===== src/rtl/cvw_pkg.sv =====
// Shared configuration types, frame-builder state encoding and frame geometry helpers.
package cvw;

  typedef struct packed {
    logic [31:0] XLEN;
  } cvw_t;

  localparam cvw_t CVW_RV64 = '{XLEN: 32'd64};
  localparam int   HDR_BITS = 112;

  typedef enum logic [1:0] {
    INIT = 2'd0,
    IDLE = 2'd1,
    SEND = 2'd2,
    GAP  = 2'd3
  } rvvi_state_e;

  function automatic int rvvi_width(input int xlen, input int max_csrs);
    return 72 + 5 * xlen + max_csrs * (xlen + 16);
  endfunction

  function automatic int frame_bytes(input int rvvi_w);
    return (HDR_BITS + rvvi_w + 7) / 8;
  endfunction

  function automatic int frame_beats(input int fbytes, input int data_w);
    return (fbytes + data_w / 8 - 1) / (data_w / 8);
  endfunction

  // Number of valid bytes carried by the final beat.
  function automatic int last_strb_bytes(input int fbytes, input int data_w);
    int rem;
    rem = fbytes % (data_w / 8);
    return (rem == 0) ? data_w / 8 : rem;
  endfunction

endpackage


===== src/rtl/rvvi_frame_builder_fifo.sv =====
// Record buffer: power-of-two circular FIFO; a pop frees the slot for a same-cycle push.
module rvvi_fifo #(
  parameter int WIDTH = 8,
  parameter int DEPTH = 4
) (
  input  logic             clk,
  input  logic             rst_n,
  input  logic             push,
  input  logic             pop,
  input  logic [WIDTH-1:0] wdata,
  output logic [WIDTH-1:0] rdata,
  output logic             full,
  output logic             empty
);

  localparam int AW = $clog2(DEPTH);

  logic [WIDTH-1:0] mem_q [DEPTH];
  logic [AW:0]      wr_ptr_q, wr_ptr_d;
  logic [AW:0]      rd_ptr_q, rd_ptr_d;
  logic             do_push, do_pop;

  assign empty = (wr_ptr_q == rd_ptr_q);
  assign full  = (wr_ptr_q[AW] != rd_ptr_q[AW]) && (wr_ptr_q[AW-1:0] == rd_ptr_q[AW-1:0]);
  assign rdata = mem_q[rd_ptr_q[AW-1:0]];

  always_comb begin
    do_pop   = pop & ~empty;
    do_push  = push & (~full | do_pop);
    wr_ptr_d = do_push ? wr_ptr_q + {{AW{1'b0}}, 1'b1} : wr_ptr_q;
    rd_ptr_d = do_pop  ? rd_ptr_q + {{AW{1'b0}}, 1'b1} : rd_ptr_q;
  end

  always_ff @(posedge clk or negedge rst_n) begin
    if (!rst_n) begin
      wr_ptr_q <= '0;
      rd_ptr_q <= '0;
    end else begin
      wr_ptr_q <= wr_ptr_d;
      rd_ptr_q <= rd_ptr_d;
    end
  end

  always_ff @(posedge clk) begin
    if (do_push) begin
      mem_q[wr_ptr_q[AW-1:0]] <= wdata;
    end
  end

endmodule


===== src/rtl/rvvi_frame_builder.sv =====
// Packs buffered RVVI retire records behind an Ethernet header and streams them as AXI write beats.
module rvvi_frame_builder
  import cvw::*;
#(
  parameter cvw_t          P             = CVW_RV64,
  parameter integer        MAX_CSRS      = 3,
  parameter integer        DATA_W        = 32,
  parameter integer        FIFO_DEPTH    = 4,
  parameter logic [31:0]   INIT_TIME_OUT = 32'd4,
  localparam integer       RVVI_W        = rvvi_width(int'(P.XLEN), MAX_CSRS)
) (
  input  logic                  m_axi_aclk,
  input  logic                  m_axi_aresetn,
  input  logic [RVVI_W-1:0]     rvvi,
  input  logic                  valid,
  output logic                  RVVIStall,
  output logic [DATA_W-1:0]     RvviAxiWdata,
  output logic [DATA_W/8-1:0]   RvviAxiWstrb,
  output logic                  RvviAxiWlast,
  output logic                  RvviAxiWvalid,
  input  logic                  RvviAxiWready,
  input  logic [47:0]           SrcMac,
  input  logic [47:0]           DstMac,
  input  logic [15:0]           EthType,
  input  logic [31:0]           InnerPktDelay,
  output logic [31:0]           FrameCount
);

  localparam int FRAME_BYTES = frame_bytes(RVVI_W);
  localparam int BEATS       = frame_beats(FRAME_BYTES, DATA_W);
  localparam int STRB_W      = DATA_W / 8;
  localparam int FRAME_W     = BEATS * DATA_W;
  localparam int BEAT_IW     = (BEATS > 1) ? $clog2(BEATS) : 1;
  localparam logic [STRB_W-1:0] LAST_STRB =
    {STRB_W{1'b1}} >> (STRB_W - last_strb_bytes(FRAME_BYTES, DATA_W));

  rvvi_state_e          state_q, state_d;
  logic [31:0]          init_cnt_q, init_cnt_d;
  logic [31:0]          gap_cnt_q, gap_cnt_d;
  logic [31:0]          frame_count_q, frame_count_d;
  logic [BEAT_IW-1:0]   beat_q, beat_d;
  logic [FRAME_W-1:0]   frame_q, frame_d;
  logic                 start_q, start_d;

  logic                 fifo_full, fifo_empty, fifo_push, fifo_pop;
  logic [RVVI_W-1:0]    fifo_rdata;
  logic                 sending, is_last;

  assign sending   = (state_q == SEND);
  assign is_last   = (beat_q == BEAT_IW'(BEATS - 1));
  assign RVVIStall = (state_q == INIT) | fifo_full;
  assign fifo_push = valid & ~RVVIStall;
  assign fifo_pop  = sending & RvviAxiWready & is_last;

  rvvi_fifo #(.WIDTH(RVVI_W), .DEPTH(FIFO_DEPTH)) u_fifo (
    .clk   (m_axi_aclk),
    .rst_n (m_axi_aresetn),
    .push  (fifo_push),
    .pop   (fifo_pop),
    .wdata (rvvi),
    .rdata (fifo_rdata),
    .full  (fifo_full),
    .empty (fifo_empty)
  );

  assign RvviAxiWvalid = sending;
  assign RvviAxiWlast  = sending & is_last;
  assign RvviAxiWstrb  = sending ? (is_last ? LAST_STRB : {STRB_W{1'b1}}) : '0;
  assign RvviAxiWdata  = sending ? frame_q[int'(beat_q) * DATA_W +: DATA_W] : '0;
  assign FrameCount    = frame_count_q;

  // Capture happens one cycle ahead of SEND (start_q) so the frame register settles before beat 0.
  always_comb begin
    state_d       = state_q;
    init_cnt_d    = init_cnt_q;
    gap_cnt_d     = gap_cnt_q;
    frame_count_d = frame_count_q;
    beat_d        = beat_q;
    frame_d       = frame_q;
    start_d       = start_q;
    case (state_q)
      INIT: begin
        init_cnt_d = init_cnt_q + 32'd1;
        if (init_cnt_d >= INIT_TIME_OUT) state_d = IDLE;
        else                             state_d = INIT;
      end
      IDLE: begin
        if (start_q) begin
          start_d = 1'b0;
          beat_d  = '0;
          state_d = SEND;
        end else if (!fifo_empty) begin
          frame_d = FRAME_W'({fifo_rdata, EthType, DstMac, SrcMac});
          start_d = 1'b1;
        end else begin
          start_d = 1'b0;
        end
      end
      SEND: begin
        if (RvviAxiWready) begin
          if (is_last) begin
            frame_count_d = frame_count_q + 32'd1;
            beat_d        = '0;
            gap_cnt_d     = 32'd0;
            if (InnerPktDelay == 32'd0) state_d = IDLE;
            else                        state_d = GAP;
          end else begin
            beat_d = beat_q + BEAT_IW'(1);
          end
        end else begin
          beat_d = beat_q;
        end
      end
      GAP: begin
        if (({1'b0, gap_cnt_q} + 33'd1) >= {1'b0, InnerPktDelay}) state_d = IDLE;
        else gap_cnt_d = gap_cnt_q + 32'd1;
      end
      default: state_d = INIT;
    endcase
  end

  always_ff @(posedge m_axi_aclk or negedge m_axi_aresetn) begin
    if (!m_axi_aresetn) begin
      state_q       <= INIT;
      init_cnt_q    <= 32'd0;
      gap_cnt_q     <= 32'd0;
      frame_count_q <= 32'd0;
      beat_q        <= '0;
      frame_q       <= '0;
      start_q       <= 1'b0;
    end else begin
      state_q       <= state_d;
      init_cnt_q    <= init_cnt_d;
      gap_cnt_q     <= gap_cnt_d;
      frame_count_q <= frame_count_d;
      beat_q        <= beat_d;
      frame_q       <= frame_d;
      start_q       <= start_d;
    end
  end

endmodule


===== config.mk =====
export PLATFORM = sky130hd
export DESIGN_NAME = rvvi_frame_builder
export DESIGN_NICKNAME = d
export VERILOG_FILES = /design/src/rtl/cvw_pkg.sv /design/src/rtl/rvvi_frame_builder_fifo.sv /design/src/rtl/rvvi_frame_builder.sv
export SDC_FILE = /design/constraint.sdc
export NUM_CORES = 2
export LEC_CHECK = 0
export CAP_MARGIN = 20
export CELL_PAD_IN_SITES_DETAIL_PLACEMENT = 1
export CELL_PAD_IN_SITES_GLOBAL_PLACEMENT = 1
export CORE_MARGIN = 4
export CORE_UTILIZATION = 30
export CTS_CLUSTER_DIAMETER = 120
export DETAILED_ROUTE_END_ITERATION = 8
export DONT_BUFFER_PORTS = 1
export PLACE_DENSITY = 0.59
export SLEW_MARGIN = 20
export SYNTH_ARGS = -nofsm -noshare
export SYNTH_HDL_FRONTEND = slang
export SYNTH_SLANG_ARGS = --single-unit

===== constraint.sdc =====
create_clock -name m_axi_aclk -period 26.5 [get_ports m_axi_aclk]
set_input_delay 2.65 -clock m_axi_aclk [delete_from_list [all_inputs] [get_ports m_axi_aclk]]
set_output_delay 2.65 -clock m_axi_aclk [all_outputs]
set_load 0.005 [all_outputs]

==> impl_metrics.py <==
metrics = {
    "grt": {
        "grt_util_met1_pct": 20.4,
        "grt_usage_pct": 17.3,
        "grt-ovfl-total": 0,
        "grt_use_met3_pct": 5.01,
        "top_usage_layer": "met2",
        "grt_pass1_wl_um": 547000,
        "grt_max_degree": 154,
        "use_met2_pct": 30.3,
        "antenna_found_initial": 87,
        "grt_pass1_vias": 66500,
    },
    "logic_synthesis": {
        "synth_seq_area_share_pct": 74.3,
        "postSynthAreaPerCell_um2": 21.3,
        "async_reset_ff_share_pct": 25.3,
        "synth_fp_nets": 6960,
        "synth_edf_count": 2528,
        "syn_inst": 6139,
        "netlist_area_um2": 131000,
        "ys_ff_latch": 3382,
        "synth-main-ff-cell": "edfxtp_1",
        "synthDistinctLibCells": 66,
        "ys.warnings.count": 0,
    },
    "worst_hold_path": {
        "whs_endpoint": "u_fifo.wr_ptr_q[2]",
        "hp-class": "reg -> reg",
        "min_from": "u_fifo.wr_ptr_q[2]",
        "holdPathStages": 1,
    },
    "die": {
        "initial_core_util_pct": 30.1,
        "die_area_um2": 447000,
        "placementRows": 242,
        "io_pins": 851,
        "fp.coreArea_um2": 435000,
        "die_h_um": 669,
        "die_x_um": 669,
    },
    "worst_setup_path": {
        "crit_type": "reg -> out",
        "crit_slowest_cell": "buf_4",
        "cp_cell_sequence": "buf_4 > buf_4 > mux4_2 > mux2i_1 > nor2_1 > a21oi_1 > nor2_1",
        "crit_fanout": 50,
        "critPathMaxStageDelay_ns": 0.82,
        "worst_ep_required_time_ns": 23.85,
        "r2r_start": "u_fifo.rd_ptr_q[1]",
        "worstSetupStartpointType": "flop",
        "crit_family": "buffers and inverters",
        "crit_path_end_kind": "output pin",
        "r2r-end": "u_fifo.mem_q[0][246]",
        "r2r_slack_ns": 20.07,
        "arrival_ns": 5.11,
        "path_depth": 7,
        "startpoint": "beat_q[1]",
        "cp.buffers_inverters": 2,
        "reg2reg_depth": 9,
    },
    "sta": {
        "hold_viol": 0,
        "period_share_pct": 29.3,
        "drv_slew": 0,
        "worstMarginPinSlew_ns": 1.14,
        "setup_violations": 0,
        "rsz0062_at_grt": "no",
        "fin_setup_tns_ns": 0,
        "timing.fmax_mhz": 129,
        "period_needed_ns": 7.76,
        "clock_skew_ns": 0.0627,
        "slew_headroom_pct": 23.9,
    },
    "drt": {
        "drtIter0Drc": 4926,
        "vias": 61700,
        "antenna_left": 0,
        "dr.pass1.iters": 5,
        "vias_per_cell": 4.97,
        "routedWlPerCell_um": 31.9,
        "drcViolationCount": 0,
        "wirelength_um": 396000,
    },
    "power": {
        "leakagePower_uw": 0.0491,
        "vdd_drop_max_mv": 0.0973,
        "totalPowerFinal_uw": 16300,
        "power.density_nw_per_um2": 108,
    },
    "run": {
        "timing.max_cap.violations": 0,
    },
    "clocking": {
        "clk_pin_slew_worst_paths_ns": 0.06,
        "cts_tree": "done",
        "cts_sinks": 3382,
        "hold_buffers": 0,
        "cts_max_level": 5,
        "root_buffer": "clkbuf_16",
        "clk_path_buf_depth": 4,
        "clkLatencyLatePin_ns": 0.94,
        "numCtsBuffers": 366,
        "postCtsSetupRepairBufs": 0,
        "cts_resized": 0,
    },
    "cells_and_area": {
        "drive_above_1_share_pct": 34.3,
        "syn_to_final_growth_pct": 14.9,
        "multiInputGateArea_um2": 32300,
        "final-seq-area_um2": 97300,
        "nFillCells": 42400,
        "nNetsFinal": 7112,
        "utilization_pct": 34.6,
    },
    "placement": {
        "dp_hpwl_um": 273000,
        "gp_congestion": 0.811,
        "port_buffers": 0,
    },
    "run_status": {
        "status": "finished, final reports clean",
    },
}
## metrics by stage
step	setup slack (ns)	hold slack (ns)	std cells	cell area [µm²]
after global placement	18.79	0.481	11700	138000
after CTS	18.52	0.489	12300	150000
final	18.74	0.485	12400	151000
after detailed placement	18.76	0.478	11700	138000
after floorplan	8.17	0.461	6139	131000
after global routing	18.59	0.516	12400	150000
## synthesized netlist by cell type (2+ instances only)
library cell / number / share of area, %
edfxtp_1: 2528 / 58
dfrtp_1: 854 / 16
mux4_2: 832 / 14
mux2_2: 747 / 6.4
clkbuf_1: 215 / 0.62
nand2_1: 123 / 0.35
nor2_1: 114 / 0.33
nand3_1: 79 / 0.30
buf_1: 77 / 0.22
xnor2_1: 71 / 0.47
mux2i_1: 59 / 0.45
a21oi_1: 58 / 0.22
inv_1: 44 / 0.13
ha_1: 41 / 0.39
o21ai_0: 38 / 0.15
nand4_1: 36 / 0.17
buf_2: 30 / 0.11
xor2_1: 30 / 0.20
and3_1: 25 / 0.12
nor3_1: 16 / 0.061
nor4_1: 16 / 0.076
a21o_1: 9 / 0.052
a211o_1: 8 / 0.053
and4_1: 8 / 0.053
or3_1: 8 / 0.038
and2_1: 6 / 0.029
buf_4: 4 / 0.023
a31o_2: 3 / 0.020
a31oi_1: 3 / 0.014
nand4b_1: 3 / 0.020
nor3b_1: 3 / 0.017
o211ai_1: 3 / 0.017
o22ai_1: 3 / 0.014
or2_2: 3 / 0.014
a2111o_1: 2 / 0.017
a21boi_0: 2 / 0.011
a31o_1: 2 / 0.013
nand2b_1: 2 / 0.0096
nor2b_1: 2 / 0.0096
nor4_2: 2 / 0.019
o21ai_1: 2 / 0.0076
o21bai_1: 2 / 0.011
o41ai_1: 2 / 0.013
or4_1: 2 / 0.011
## sequential cells by signal, indices dropped and copies added, names as in the netlist
register         count
init_cnt_q          32
start_q              1
FrameCount          32
u_fifo.rd_ptr_q      3
u_fifo.mem_q      2528
state_q              2
gap_cnt_q           32
beat_q               5
u_fifo.wr_ptr_q      3
frame_q            744
## layout make-up
type | instances | area share, %
diodes | 76 | 0.126
clock inverters | 198 | 1.55
inverters | 46 | 0.115
repair buffers | 112 | 0.683
clock buffers | 486 | 6.67
multi-input cells | 2383 | 21.4
flip-flops and latches | 3382 | 64.7
well taps | 5734 | 4.77
## cells in the final DEF, fill, tap and decap left out, types with 6 or more instances in the layout
cell type	netlist	routed
a211o_1	8	8
a21o_1	9	9
a21oi_1	58	57
and3_1	25	25
and4_1	8	8
buf_12	0	13
buf_4	4	97
bufinv_16	0	35
clkbuf_1	215	82
clkbuf_16	0	370
clkbuf_8	0	34
clkinv_1	1	56
clkinv_16	0	13
clkinv_2	0	62
clkinv_8	0	6
clkinvlp_4	0	12
dfrtp_1	854	848
dfrtp_4	0	6
diode_2	0	76
edfxtp_1	2528	2528
ha_1	41	41
inv_1	44	43
mux2_2	747	747
mux2i_1	59	59
mux4_2	832	832
nand2_1	123	121
nand3_1	79	79
nand4_1	36	36
nor2_1	114	114
nor3_1	16	15
nor4_1	16	16
o21ai_0	38	37
or3_1	8	8
xnor2_1	71	71
xor2_1	30	30
## cell families (layout without fill, tap and decap cells)
kind of cell             after synthesis  after routing  synth area share [%]
flip-flops                          3382           3382                  74.3
multiplexers                        1638           1638                  21.2
AND/OR/NAND/NOR                      453            453                  1.67
buffers and inverters                374            842                  1.12
AO/OA/AOI/OAI                        150            150                 0.698
XOR/XNOR                             101            101                 0.675
adder cells (fa/ha/maj)               41             41                 0.392
other                                  0             76                     0
## per-layer routing
metal  share of wire [%]  routed length, µm  up-vias
li1                    -                  -    25400
met1                  38             149000    34100
met2                  51             204000     1704
met3                 7.2              28700      523
met4                 3.6              14200       12
met5               0.021                 84        -
## power breakdown
| part | switching (µW) | internal [µW] | total, µW |
|---|---|---|---|
| clock | 2170 | 3030 | 5200 |
| sequential | 583 | 7150 | 7730 |
| combinational | 1860 | 1480 | 3340 |
| total | 4610 | 11700 | 16300 |
## how the worst max path moves through the flow
stage                                end  slack [ns]
global route            RvviAxiWdata[23]       18.59
CTS                     RvviAxiWdata[18]       18.52
finish                  RvviAxiWdata[30]       18.74
floorplan             u_fifo.mem_q[3][0]        8.17
detailed placement  u_fifo.mem_q[2][211]       18.76
global placement    u_fifo.mem_q[2][497]       18.79
Note: power is estimated with default switching activity, not from simulation.
